[config.mk]
export PLATFORM = sky130hd
export DESIGN_NAME = dist_ram_fifo_ctrl
export DESIGN_NICKNAME = d
export VERILOG_FILES = /design/src/rtl/tpu_pkg.sv /design/src/rtl/dist_ram.sv /design/src/rtl/dist_ram_fifo_ctrl.sv
export SDC_FILE = /design/constraint.sdc
export NUM_CORES = 1
export LEC_CHECK = 0
export CAP_MARGIN = 15
export CORE_ASPECT_RATIO = 1.5
export CORE_MARGIN = 8
export CORE_UTILIZATION = 55
export DETAILED_ROUTE_END_ITERATION = 16
export GPL_TIMING_DRIVEN = 0
export PLACE_DENSITY = 0.75
export SYNTH_ARGS = -nofsm -noshare
export SYNTH_HDL_FRONTEND = slang
export SYNTH_SLANG_ARGS = --single-unit
[constraint.sdc]
create_clock -name clk -period 2.95 [get_ports clk]
set_input_delay 0.295 -clock clk [delete_from_list [all_inputs] [get_ports clk]]
set_output_delay 0.295 -clock clk [all_outputs]
set_load 0.005 [all_outputs]
[src/rtl/tpu_pkg.sv]
`default_nettype none
// +----------------------------------------------------------------------------+
// | tpu_pkg                                                                    |
// | Shared sizing constants and helpers for the on-chip TPU buffers.          |
// | Revision: 1.0                                                              |
// +----------------------------------------------------------------------------+
package tpu_pkg;

    localparam int TPU_DATA_WIDTH = 8;
    localparam int TPU_DATA_DEPTH = 32;

    // Pointer width for a buffer of the given depth; never narrower than one bit.
    function automatic int ptr_width(input int depth);
        return (depth <= 2) ? 1 : $clog2(depth);
    endfunction

endpackage
`default_nettype wire

[src/rtl/dist_ram.sv]
`default_nettype none
// +----------------------------------------------------------------------------+
// | dist_ram                                                                   |
// | Distributed RAM: synchronous write port, combinational read port.          |
// | Revision: 1.0                                                              |
// +----------------------------------------------------------------------------+
module dist_ram
    import tpu_pkg::*;
#(
    parameter int DATA_WIDTH    = TPU_DATA_WIDTH,
    parameter int DATA_DEPTH    = TPU_DATA_DEPTH,
    parameter int ADDRESS_WIDTH = ptr_width(TPU_DATA_DEPTH)
) (
    input  logic                     clk,
    input  logic                     write_en,
    input  logic [ADDRESS_WIDTH-1:0] in_addr,
    input  logic [DATA_WIDTH-1:0]    data_in,
    input  logic [ADDRESS_WIDTH-1:0] out_addr,
    output logic [DATA_WIDTH-1:0]    data_out
);

    logic [DATA_WIDTH-1:0] mem_q [DATA_DEPTH];

    always_ff @(posedge clk) begin
        if (write_en) begin
            mem_q[in_addr] <= data_in;
        end
    end

    assign data_out = mem_q[out_addr];

endmodule
`default_nettype wire

[src/rtl/dist_ram_fifo_ctrl.sv]
`default_nettype none
// +----------------------------------------------------------------------------+
// | dist_ram_fifo_ctrl                                                         |
// | Valid/ready FIFO built from one dist_ram plus a registered output stage.   |
// | Revision: 1.0                                                              |
// +----------------------------------------------------------------------------+
module dist_ram_fifo_ctrl
    import tpu_pkg::*;
#(
    parameter int DATA_WIDTH    = TPU_DATA_WIDTH,
    parameter int DATA_DEPTH    = TPU_DATA_DEPTH,
    parameter int ADDRESS_WIDTH = ptr_width(TPU_DATA_DEPTH)
) (
    input  logic                     clk,
    input  logic                     rst,
    input  logic                     flush,
    input  logic [DATA_WIDTH-1:0]    in_data,
    input  logic                     in_valid,
    output logic                     in_ready,
    output logic [DATA_WIDTH-1:0]    out_data,
    output logic                     out_valid,
    input  logic                     out_ready,
    output logic [ADDRESS_WIDTH:0]   count,
    output logic                     full,
    output logic                     empty
);

    localparam logic [ADDRESS_WIDTH-1:0] PTR_ONE   = ADDRESS_WIDTH'(1);
    localparam logic [ADDRESS_WIDTH:0]   CNT_ONE   = (ADDRESS_WIDTH + 1)'(1);
    localparam logic [ADDRESS_WIDTH:0]   CNT_DEPTH = (ADDRESS_WIDTH + 1)'(DATA_DEPTH);

    if (DATA_DEPTH != (1 << ADDRESS_WIDTH)) begin : g_depth_check
        $fatal(1, "dist_ram_fifo_ctrl: DATA_DEPTH must equal 2**ADDRESS_WIDTH");
    end

    logic [ADDRESS_WIDTH-1:0] wr_ptr_q,    wr_ptr_d;
    logic [ADDRESS_WIDTH-1:0] rd_ptr_q,    rd_ptr_d;
    logic [ADDRESS_WIDTH:0]   ram_cnt_q,   ram_cnt_d;
    logic                     out_valid_q, out_valid_d;
    logic [DATA_WIDTH-1:0]    out_data_q,  out_data_d;

    logic                     w_accept;
    logic                     w_load;
    logic [DATA_WIDTH-1:0]    w_ram_rdata;

    // in_ready looks only at registered occupancy, so a same-cycle pop never frees a slot.
    assign full     = (ram_cnt_q == CNT_DEPTH);
    assign in_ready = !full && !rst && !flush;
    assign w_accept = in_valid && in_ready;
    assign w_load   = (ram_cnt_q != '0) && (!out_valid_q || out_ready);

    always_comb begin
        wr_ptr_d    = wr_ptr_q;
        rd_ptr_d    = rd_ptr_q;
        ram_cnt_d   = ram_cnt_q;
        out_valid_d = out_valid_q;
        out_data_d  = out_data_q;
        if (w_accept) begin
            wr_ptr_d = wr_ptr_q + PTR_ONE;
        end
        if (w_load) begin
            out_data_d  = w_ram_rdata;
            out_valid_d = 1'b1;
            rd_ptr_d    = rd_ptr_q + PTR_ONE;
        end else if (out_ready && out_valid_q) begin
            out_valid_d = 1'b0;
        end
        case ({w_accept, w_load})
            2'b10:   ram_cnt_d = ram_cnt_q + CNT_ONE;
            2'b01:   ram_cnt_d = ram_cnt_q - CNT_ONE;
            default: ram_cnt_d = ram_cnt_q;
        endcase
    end

    always_ff @(posedge clk) begin
        if (rst || flush) begin
            wr_ptr_q    <= '0;
            rd_ptr_q    <= '0;
            ram_cnt_q   <= '0;
            out_valid_q <= 1'b0;
            out_data_q  <= '0;
        end else begin
            wr_ptr_q    <= wr_ptr_d;
            rd_ptr_q    <= rd_ptr_d;
            ram_cnt_q   <= ram_cnt_d;
            out_valid_q <= out_valid_d;
            out_data_q  <= out_data_d;
        end
    end

    dist_ram #(
        .DATA_WIDTH    (DATA_WIDTH),
        .DATA_DEPTH    (DATA_DEPTH),
        .ADDRESS_WIDTH (ADDRESS_WIDTH)
    ) u_ram (
        .clk      (clk),
        .write_en (w_accept),
        .in_addr  (wr_ptr_q),
        .data_in  (in_data),
        .out_addr (rd_ptr_q),
        .data_out (w_ram_rdata)
    );

    assign out_data  = out_data_q;
    assign out_valid = out_valid_q;
    assign count     = ram_cnt_q + {{ADDRESS_WIDTH{1'b0}}, out_valid_q};
    assign empty     = (count == '0);

endmodule
`default_nettype wire

## Word level (Yosys, flattened, before mapping)

Memories as Yosys holds them, arrays and structs flattened. A register that Yosys moved wholly into a read port is not among the register bits.
Cells that the tools add are included.

| word-level totals | value |
|---|---|
| register bits | 17 |
| bits in writable memories | 256 |
| output and inout bits | 18 |
| logic and storage cells | 33 |
| memories | 1 |

Memory list:

| memory | words | width | read ports | clocked after memory_dff | write ports | RTL line | RTL |
|---|---|---|---|---|---|---|---|
| u_ram.mem_q | 32 | 8 | 1 | 1 | 1 | dist_ram.sv:22 | `logic [DATA_WIDTH-1:0] mem_q [DATA_DEPTH];` |

| cells by class | value |
|---|---|
| add/sub/neg operators | 5 |
| eq/ne operators | 3 |
| muxes and demuxes | 5 |
| reductions and logical operators | 15 |

Operator list:

| cell | number |
|---|---|
| $pmux 6 s2 | 1 |
| $add 5x1->5 const B | 2 |
| $add 6x1->6 | 1 |
| $add 6x1->6 const B | 1 |
| $eq 6x6->1 const B | 1 |
| $logic_not 6->1 | 1 |
| $reduce_bool 6->1 | 1 |
| $sub 6x1->6 const B | 1 |
| $logic_and 1x1->1 | 5 |
| $logic_not 1->1 | 4 |
| $mux 1 | 4 |
| $reduce_bool 2->1 | 2 |
| $eq 2x1->1 const B | 1 |
| $eq 2x2->1 const B | 1 |
| $logic_or 1x1->1 | 2 |

## Depth between registers and ports, before layout

Gate-level depths: netlist (run 1).

| depth | value |
|---|---|
| depth in word-level cells | 7 |
| depth in mapped cells | 12 |
| gate-level depth less buffers | 11 |

## Hierarchy

From an unflattened synthesis (run 1), not the netlist that was laid out.

| second synthesis, totals | value |
|---|---|
| cells, all modules | 563 |
| area, all modules | 11259.5 um2 |

Modules (own cells, without submodules):

| module | instances | cells each | area each (um2) |
|---|---|---|---|
| dist_ram | 1 | 409 | 9893.2 |
| dist_ram_fifo_ctrl | 1 | 154 | 1366.3 |

## Least setup slack after synthesis (run 1)

OpenSTA, ideal clock, no wires.

| timing path | value |
|---|---|
| path type | reg2reg |
| start | register ram_cnt_q[1] |
| end | register ram_cnt_q[4] |
| setup time | 71 ps |
| data arrival time | 2937 ps |
| data required time | 2879 ps |
| setup slack | -58 ps |
| cell stages (with the launch flop) | 13 |
| path buffers | 1 |
| clock period less this slack | 3008 ps |
| path through | dfxtp_1 or4_4 o311a_1 buf_2 inv_2 ha_1 inv_1 fa_1 nor2b_1 o21a_1 nor3_1 or3b_2 a21oi_1 |

| on the way | value |
|---|---|
| word-level cells in the longest chain between the ends | 7 |

Ends and longest elaborated chain:

| element | RTL line | RTL |
|---|---|---|
| start: declaration | dist_ram_fifo_ctrl.sv:38 | `logic [ADDRESS_WIDTH:0] ram_cnt_q, ram_cnt_d;` |
| start signal: assignment | dist_ram_fifo_ctrl.sv:85 | `ram_cnt_q <= ram_cnt_d;` |
| $eq 6x6->1 | dist_ram_fifo_ctrl.sv:47 | `assign full = (ram_cnt_q == CNT_DEPTH);` |
| $logic_not 1->1 | dist_ram_fifo_ctrl.sv:48 | `assign in_ready = !full && !rst && !flush;` |
| $logic_and 1x1->1 (2 in series) | dist_ram_fifo_ctrl.sv:48 |  |
| $logic_and 1x1->1 | dist_ram_fifo_ctrl.sv:49 | `assign w_accept = in_valid && in_ready;` |
| $eq 2x1->1 or $eq 2x2->1 (tied branches) | dist_ram_fifo_ctrl.sv:68 | `case ({w_accept, w_load})` |
| $pmux 6 s2 or $reduce_bool 2->1 (tied branches) | -- |  |

Parallel ways exist; a longest one is shown, timed or not.
A chain may end at the register's enable or synchronous reset.

## Worst setup path after layout (run 1)

| timing path | value |
|---|---|
| start | register ram_cnt_q[1] |
| end | register ram_cnt_q[5] |

Same word-level chain as after synthesis.

==> results of run 1 <==
cell families (layout without fill, tap and decap cells):
logic type | after synthesis | in the layout | synth area share (%)
AND/OR/NAND/NOR | 101 | 101 | 4.27
multiplexers | 81 | 81 | 12.8
AO/OA/AOI/OAI | 81 | 81 | 5.52
flip-flops | 281 | 281 | 72.7
buffers and inverters | 44 | 126 | 2.17
XOR/XNOR | 13 | 13 | 1.01
adder cells (fa/ha/maj) | 13 | 13 | 1.51
worst max path at each step:
stage                            start            to  slack, ns  cells past startpoint
after floorplan           ram_cnt_q[1]  ram_cnt_q[4]       0.05                     12
after global placement    ram_cnt_q[1]  ram_cnt_q[4]      -0.13                     12
after detailed placement  ram_cnt_q[1]  ram_cnt_q[4]      -0.22                     12
after CTS                 ram_cnt_q[1]  ram_cnt_q[4]      -0.04                     11
after global routing      ram_cnt_q[1]  ram_cnt_q[4]      -0.06                     11
final                     ram_cnt_q[1]  ram_cnt_q[5]       0.05                     10
layout by cell type, fill, tap and decap left out, types with 3 or more instances in the layout:
cell	n
nand3_1	5
nor3_1	5
buf_2	4
mux4_1	4
bufinv_16	4
nand3b_1	3
clkbuf_16	25
dfxtp_1	22
xor2_1	6
a22o_1	14
buf_6	5
clkbuf_1	17
clkdlybuf4s50_1	29
a22oi_1	8
o22ai_1	7
buf_4	13
buf_8	3
clkinv_2	5
nor2_1	47
xnor2_1	7
a21oi_1	21
mux4_2	45
ha_4	4
edfxtp_1	256
or3b_2	3
nand4_1	4
nand2_1	17
a2111oi_2	7
nor2b_1	4
clkinv_1	4
inv_2	3
ha_1	8
inv_1	7
o221ai_1	8
mux2i_1	32
final cells by class:
| type | count | area, um^2 | share of cell area (%) |
|---|---|---|---|
| timing repair buffer | 43 | 482 | 3.73 |
| clock buffer | 25 | 583 | 4.51 |
| sequential | 281 | 8200 | 63.4 |
| multi-input combinational | 289 | 2910 | 22.5 |
| buffer | 32 | 199 | 1.54 |
| inverter | 10 | 37.5 | 0.291 |
| clock inverter | 16 | 184 | 1.42 |
| tap | 264 | 330 | 2.56 |
metal layers:
metal / vias to the layer above / GRT usage, % / share of wire [%]
met5: - / 0 / 0
met3: 49 / 2.84 / 5.1
met1: 2999 / 21.2 / 36
li1: 2606 / - / -
met2: 222 / 33.5 / 54
met4: 0 / 8.51 / 4.4
metrics by stage:
stage | hold WS, ns | cells | utilization (%) | area, um^2 | power, uW
final | 0.486 | 960 | 63.8 | 12900 | 7970
after global routing | 0.503 | 960 | 63.8 | 12900 | 8190
after CTS | 0.493 | 951 | 62.9 | 12700 | 7970
after detailed placement | 0.473 | 908 | 58.7 | 11900 | 4890
after global placement | 0.469 | 908 | 58.7 | 11900 | 4870
after floorplan | 0.394 | 614 | - | 11300 | 4720
sequential cells by signal (all words and copies together) (netlist names):
name and count:
u_ram.mem_q 256, wr_ptr_q 5, out_valid 1, rd_ptr_q 5, ram_cnt_q 6, out_data 8
report_power, final:
part / internal, uW / leakage, uW / switching (uW) / total (uW)
Combinational: 236 / 0.00109 / 257 / 493
Sequential: 4350 / 0.00251 / 9.92 / 4360
Clock: 1780 / 0.000373 / 1330 / 3120
worst max-delay path: stages (launching register included):
cell and delay [ns]:
dfxtp_4 0.35, or4_4 0.56, o31a_1 0.33, buf_6 0.13, ha_4 0.18, buf_6 0.14
ha_4 0.28, inv_2 0.03, or4_4 0.53, a31o_1 0.19, a21oi_1 0.11
repair_timing:
action,in CTS,in global routing
gates resized for setup,10,10
setup buffers,4,3
endpoints found under the hold margin,0,0
setup endpoints to repair,3,3
hold buffers,0,0
pin swaps,3,10
==> metrics.md, run 1 <==
| Metric | Value |
|---|---|
| Asr flop ratio synth | 0% |
| Ranking of synthesized cells by area | edfxtp_1 (68%), mux4_2 (9.0%), dfxtp_1 (4.4%) |
| Num rows | 64 |
| Chip height | between 150 and 200 um |
| Top-Level Pins | 31 |
| Mapped Nets | 640 |
| Drt first pass iters | 5 |
| Hold Path End | out_data[6] |
| HPWL Detailed | roughly 15 mm |
| LEAKAGE | between 0.003 and 0.004 uW |
| First-pass GRT wire length | 36.0 mm |
| Drc violations | 0 |
| Avg Vias per Cell | around 6 |
| Netlist cell types | 51 |
| Vias in the first global route | approximately 6200 |
| Max FO, Critical Path | 5 |
| Die area | between 20000 and 30000 um^2 |
| Startpoint Class | flip-flop |
| Sum Neg Setup Slack | 0 ns |
| Pwr Density | approximately 600 nW/um^2 |
| Min-delay worst type | flip-flop to flip-flop |
| Latest clock arrival within the worst-skew pair | 0.51 ns |
| Count leader, synth | edfxtp_1 |
| VDD IR max | about 0.00053 V |
| Max-cap violation count | 0 |
| Slew Limit Fails | 0 |
| I/O Buffers | 30 |
| Maximum clock rate | 0.345 GHz |
| Worst setup EP type | flip-flop |
| Worst rel slew slack | 20.6% |
| CTS Sinks | around 280 |
| Post-Place Setup Slack | -0.221 ns |
| Clock Tree Buf Depth | 3 |
| Fill cells | ~1300 |
| Cells after synthesis | just over 600 |
| Routed vias | approximately 5900 |
| Area Overhead vs Synth | 14.8% |
| Fin crit period | slightly below 3 ns |
| Layout cell share with drive strength beyond 1 | between 20% and 30% |
| Worst r2r dst | ram_cnt_q[5] |
| Die Wd | around 130 um |
| Final setup fails | 0 |
| GPL Wtd Cong | roughly 0.8 |
| Critical Path RT | ~3.4 ns |
| Total congestion overflow | 0 |
| Mean post-synth cell area | between 15 and 20 um^2 |
| Period Utilization, post-route | between 90 and 100% |
| Worst reg2reg path depth | 10 |
| Diode count | 0 |
| Status | completed |
| Flop and latch count out of synthesis | 281 |
| Initial antenna violation count | 0 |
| Seq/Total Area, Yosys | 72.7% |
| Final #Nets | around 710 |
| Clock skew | about 0.016 ns |
| R2R setup slack | 0.05 ns |
| Final worst slack | 0.0522 ns |
| Hold path depth | 1 |
| Post-DRT Antenna Nets | 0 |
| Largest net degree at the start of global routing | 33 |
| Post-synth top cells | edfxtp_1 (256), nor2_1 (47), mux4_2 (45) |
| Mapped cell area | between 10000 and 15000 um^2 |
| # H-tree levels | 1 |
| RSZ-0062 raised after global routing | true |
| Clk root buf | clkbuf_16 |
| Main synth FF type | edfxtp_1 |
| Ys Warns | 0 |
| Core Box Area | 20300 um^2 |
| Initial core utilization | around 56% |
| Crit Path Category | flip-flop to flip-flop |
| CTS buffer count | 23 |
| CTS tree | built |
| R2R Path Start | ram_cnt_q[1] |
| DR iter-0 viols | 525 |
| HP Start | out_data[6] |
| Pin slew with the least headroom to its limit | around 1.2 ns |
| Wire per inst | 24.2 um |
| Worst-path clk slew | 0.07 ns |
| CP Data Arrival Time | ~3.3 ns |
| Post-synth top area share | 68.3% |
| Final Hold Vio Count | 0 |
| Drt total wl | ~23 mm |
| Synth area leader | edfxtp_1 |
| All-Layer GR Usage | between 10% and 20% |
| Post-synth EDFFs | between 200 and 300 |
Power figures use the tool's default switching activity.
==> inputs of run 2 (changes only) <==
- CAP_MARGIN: 15 -> 25
- SETUP_SLACK_MARGIN: unset -> 0.02
==> metrics.md, run 2 (same netlist as run 1, synthesis figures left out) <==
| Metric | Value |
|---|---|
| I/O Buffers | 30 (unchanged) |
| Final #Nets | 707 (was 706) |
| Post-Place Setup Slack | -0.221 ns (unchanged) |
| Largest net degree at the start of global routing | 33 (unchanged) |
| Drc violations | 0 (unchanged) |
| FF/Latch Area | 8200 um^2 (unchanged) |
| Min-delay worst type | flip-flop to flip-flop (unchanged) |
| Fill cells | 1317 (was 1337) |
| Placed insts | 908 (unchanged) |
| Wire per inst | 24.4 um (was 24.2 um) |
| Final Hold Vio Count | 0 (unchanged) |
| Clock Tree Buf Depth | 3 (unchanged) |
| Worst setup EP type | flip-flop (unchanged) |
| Pwr Total | 7980 uW (was 7970 uW) |
| Pin slew with the least headroom to its limit | 0.900 ns (was 1.19 ns) |
| Crit Path Category | flip-flop to flip-flop (unchanged) |
| Drt total wl | 23.5 mm (was 23.2 mm) |
| Pwr Density | 615 nW/um^2 (was 617 nW/um^2) |
| Worst rel slew slack | 39.7% (was 20.6%) |
| Slew Limit Fails | 0 (unchanged) |
| Maximum clock rate | 0.348 GHz (was 0.345 GHz) |
| Layout cell share with drive strength beyond 1 | 20.1% (about the same) |
| Area Overhead vs Synth | 15.3% (was 14.8%) |
| Top-Level Pins | 31 (unchanged) |
| Drt first pass iters | 6 (was 5) |
| Setup crit start | ram_cnt_q[1] (unchanged) |
| DR iter-0 viols | 561 (was 525) |
| CP Data Arrival Time | 3.30 ns (was 3.32 ns) |
| HPWL Detailed | 15.5 mm (unchanged) |
| # H-tree levels | 1 (unchanged) |
| Period Utilization, post-route | 97.4% (was 98.2%) |
| LEAKAGE | 0.00400 uW (was 0.00397 uW) |
| Avg Vias per Cell | 6.16 (was 6.12) |
| Area of the multi-input gates | 2910 um^2 (about the same) |
| Max-cap violation count | 0 (unchanged) |
| GPL Wtd Cong | 0.785 (unchanged) |
| Max FO, Critical Path | 4 (was 5) |
| Reg with most FFs | u_ram.mem_q (unchanged) |
| CTS buffer count | 23 (unchanged) |
| Routed vias | 5918 (was 5876) |
| Clk root buf | clkbuf_16 (unchanged) |
| Die Wd | 133 um (unchanged) |
| Startpoint Class | flip-flop (unchanged) |
| All-Layer GR Usage | 18.7% (was 18.5%) |
| HP Start | out_data[6] (unchanged) |
| Diode count | 0 (unchanged) |
| Final worst slack | 0.0761 ns (was 0.0522 ns) |
| Chip height | 191 um (unchanged) |
| Most frequent cells in the layout | edfxtp_1 (256), nor2_1 (47), mux4_2 (45), mux2i_1 (32), clkdlybuf4s50_1 (29) (unchanged) |
| Total congestion overflow | 0 (unchanged) |
| Initial antenna violation count | 0 (unchanged) |
| Core Box Area | 20300 um^2 (unchanged) |
| Sum Neg Setup Slack | 0 ns (unchanged) |
| Initial core utilization | 55.6% (unchanged) |
| Critical Path RT | 3.38 ns (was 3.37 ns) |
| Final setup fails | 0 (unchanged) |
| Fin crit period | 2.87 ns (was 2.90 ns) |
| Max reg flops | 256 (unchanged) |
| CTS Sinks | 281 (unchanged) |
| Most common cell after layout, fill and taps aside | edfxtp_1 (unchanged) |
| VDD IR max | 0.000534 V (about the same) |
| Latest clock arrival within the worst-skew pair | 0.51 ns (about the same) |
| Status | completed (unchanged) |
| Num rows | 64 (unchanged) |
| Post-DRT Antenna Nets | 0 (unchanged) |
| Clock skew | 0.0123 ns (was 0.0156 ns) |
| Worst-path clk slew | 0.07 ns (about the same) |
| R2R Path Start | ram_cnt_q[1] (unchanged) |
| First-pass GRT wire length | 36.2 mm (was 36.0 mm) |
| Final core occ | 64.1% (was 63.8%) |
| Finished Layout Cells | 961 (was 960) |
| RSZ-0062 raised after global routing | false (was true) |
| Vias in the first global route | 6250 (was 6233) |
| CTS tree | built (unchanged) |
| Die area | 25400 um^2 (unchanged) |
run 2: final timing paths:
check                 endpoint  slack (ns)  cells past startpoint
setup / recovery  ram_cnt_q[5]        0.08                     10
hold / removal     out_data[6]        0.49                      1
setup reg to reg  ram_cnt_q[5]        0.08                     10
hold reg to reg    out_data[6]        0.49                      1
run 2: area by class of cell:
cell class / count / area share (%)
flip-flops and latches: 281 / 63.2
multi-input cells: 289 / 22.4
clock buffers: 25 / 4.49
repair buffers: 44 / 4.13
well taps: 264 / 2.55
plain buffers: 32 / 1.53
clock inverters: 16 / 1.42
inverters: 10 / 0.309
run 2: where the power goes:
part           leakage [uW]  internal, uW  switching, uW
Sequential          0.00251          4350           9.89
Combinational       0.00112           244            261
Clock              0.000373          1780           1340
Total               0.00400          6370           1610
run 2: metal layers:
metal	up-vias	part of all wire [%]	track usage, %
li1	2603	-	-
met1	3053	37	21.3
met2	199	54	33.9
met3	63	4.9	2.84
met4	0	4.8	8.51
met5	-	0	0
run 2: critical path, stage by stage, from the launching register on:
cell	delay [ns]
dfxtp_4	0.35
or4_4	0.56
o31a_1	0.27
buf_6	0.13
ha_4	0.18
ha_1	0.28
a21o_1	0.14
a21oi_2	0.08
or4_4	0.49
a31o_1	0.19
a21oi_1	0.13
run 2: metrics by stage:
| stage | hold slack [ns] | area [um^2] |
|---|---|---|
| 5_1_grt | 0.500 | 13000 |
| 3_5_place_dp | 0.473 | 11900 |
| 2_1_floorplan | 0.394 | 11300 |
| 6_report | 0.487 | 13000 |
| 3_3_place_gp | 0.469 | 11900 |
| 4_1_cts | 0.493 | 12800 |
run 2: timing repair:
| item | CTS | global route |
|---|---|---|
| hold buffers | 0 | 0 |
| setup endpoints to repair | 6 | 2 |
| hold endpoints to repair | 0 | 0 |
| pin swaps | 5 | 8 |
| setup buffers | 6 | 0 |
| resized for setup | 14 | 7 |
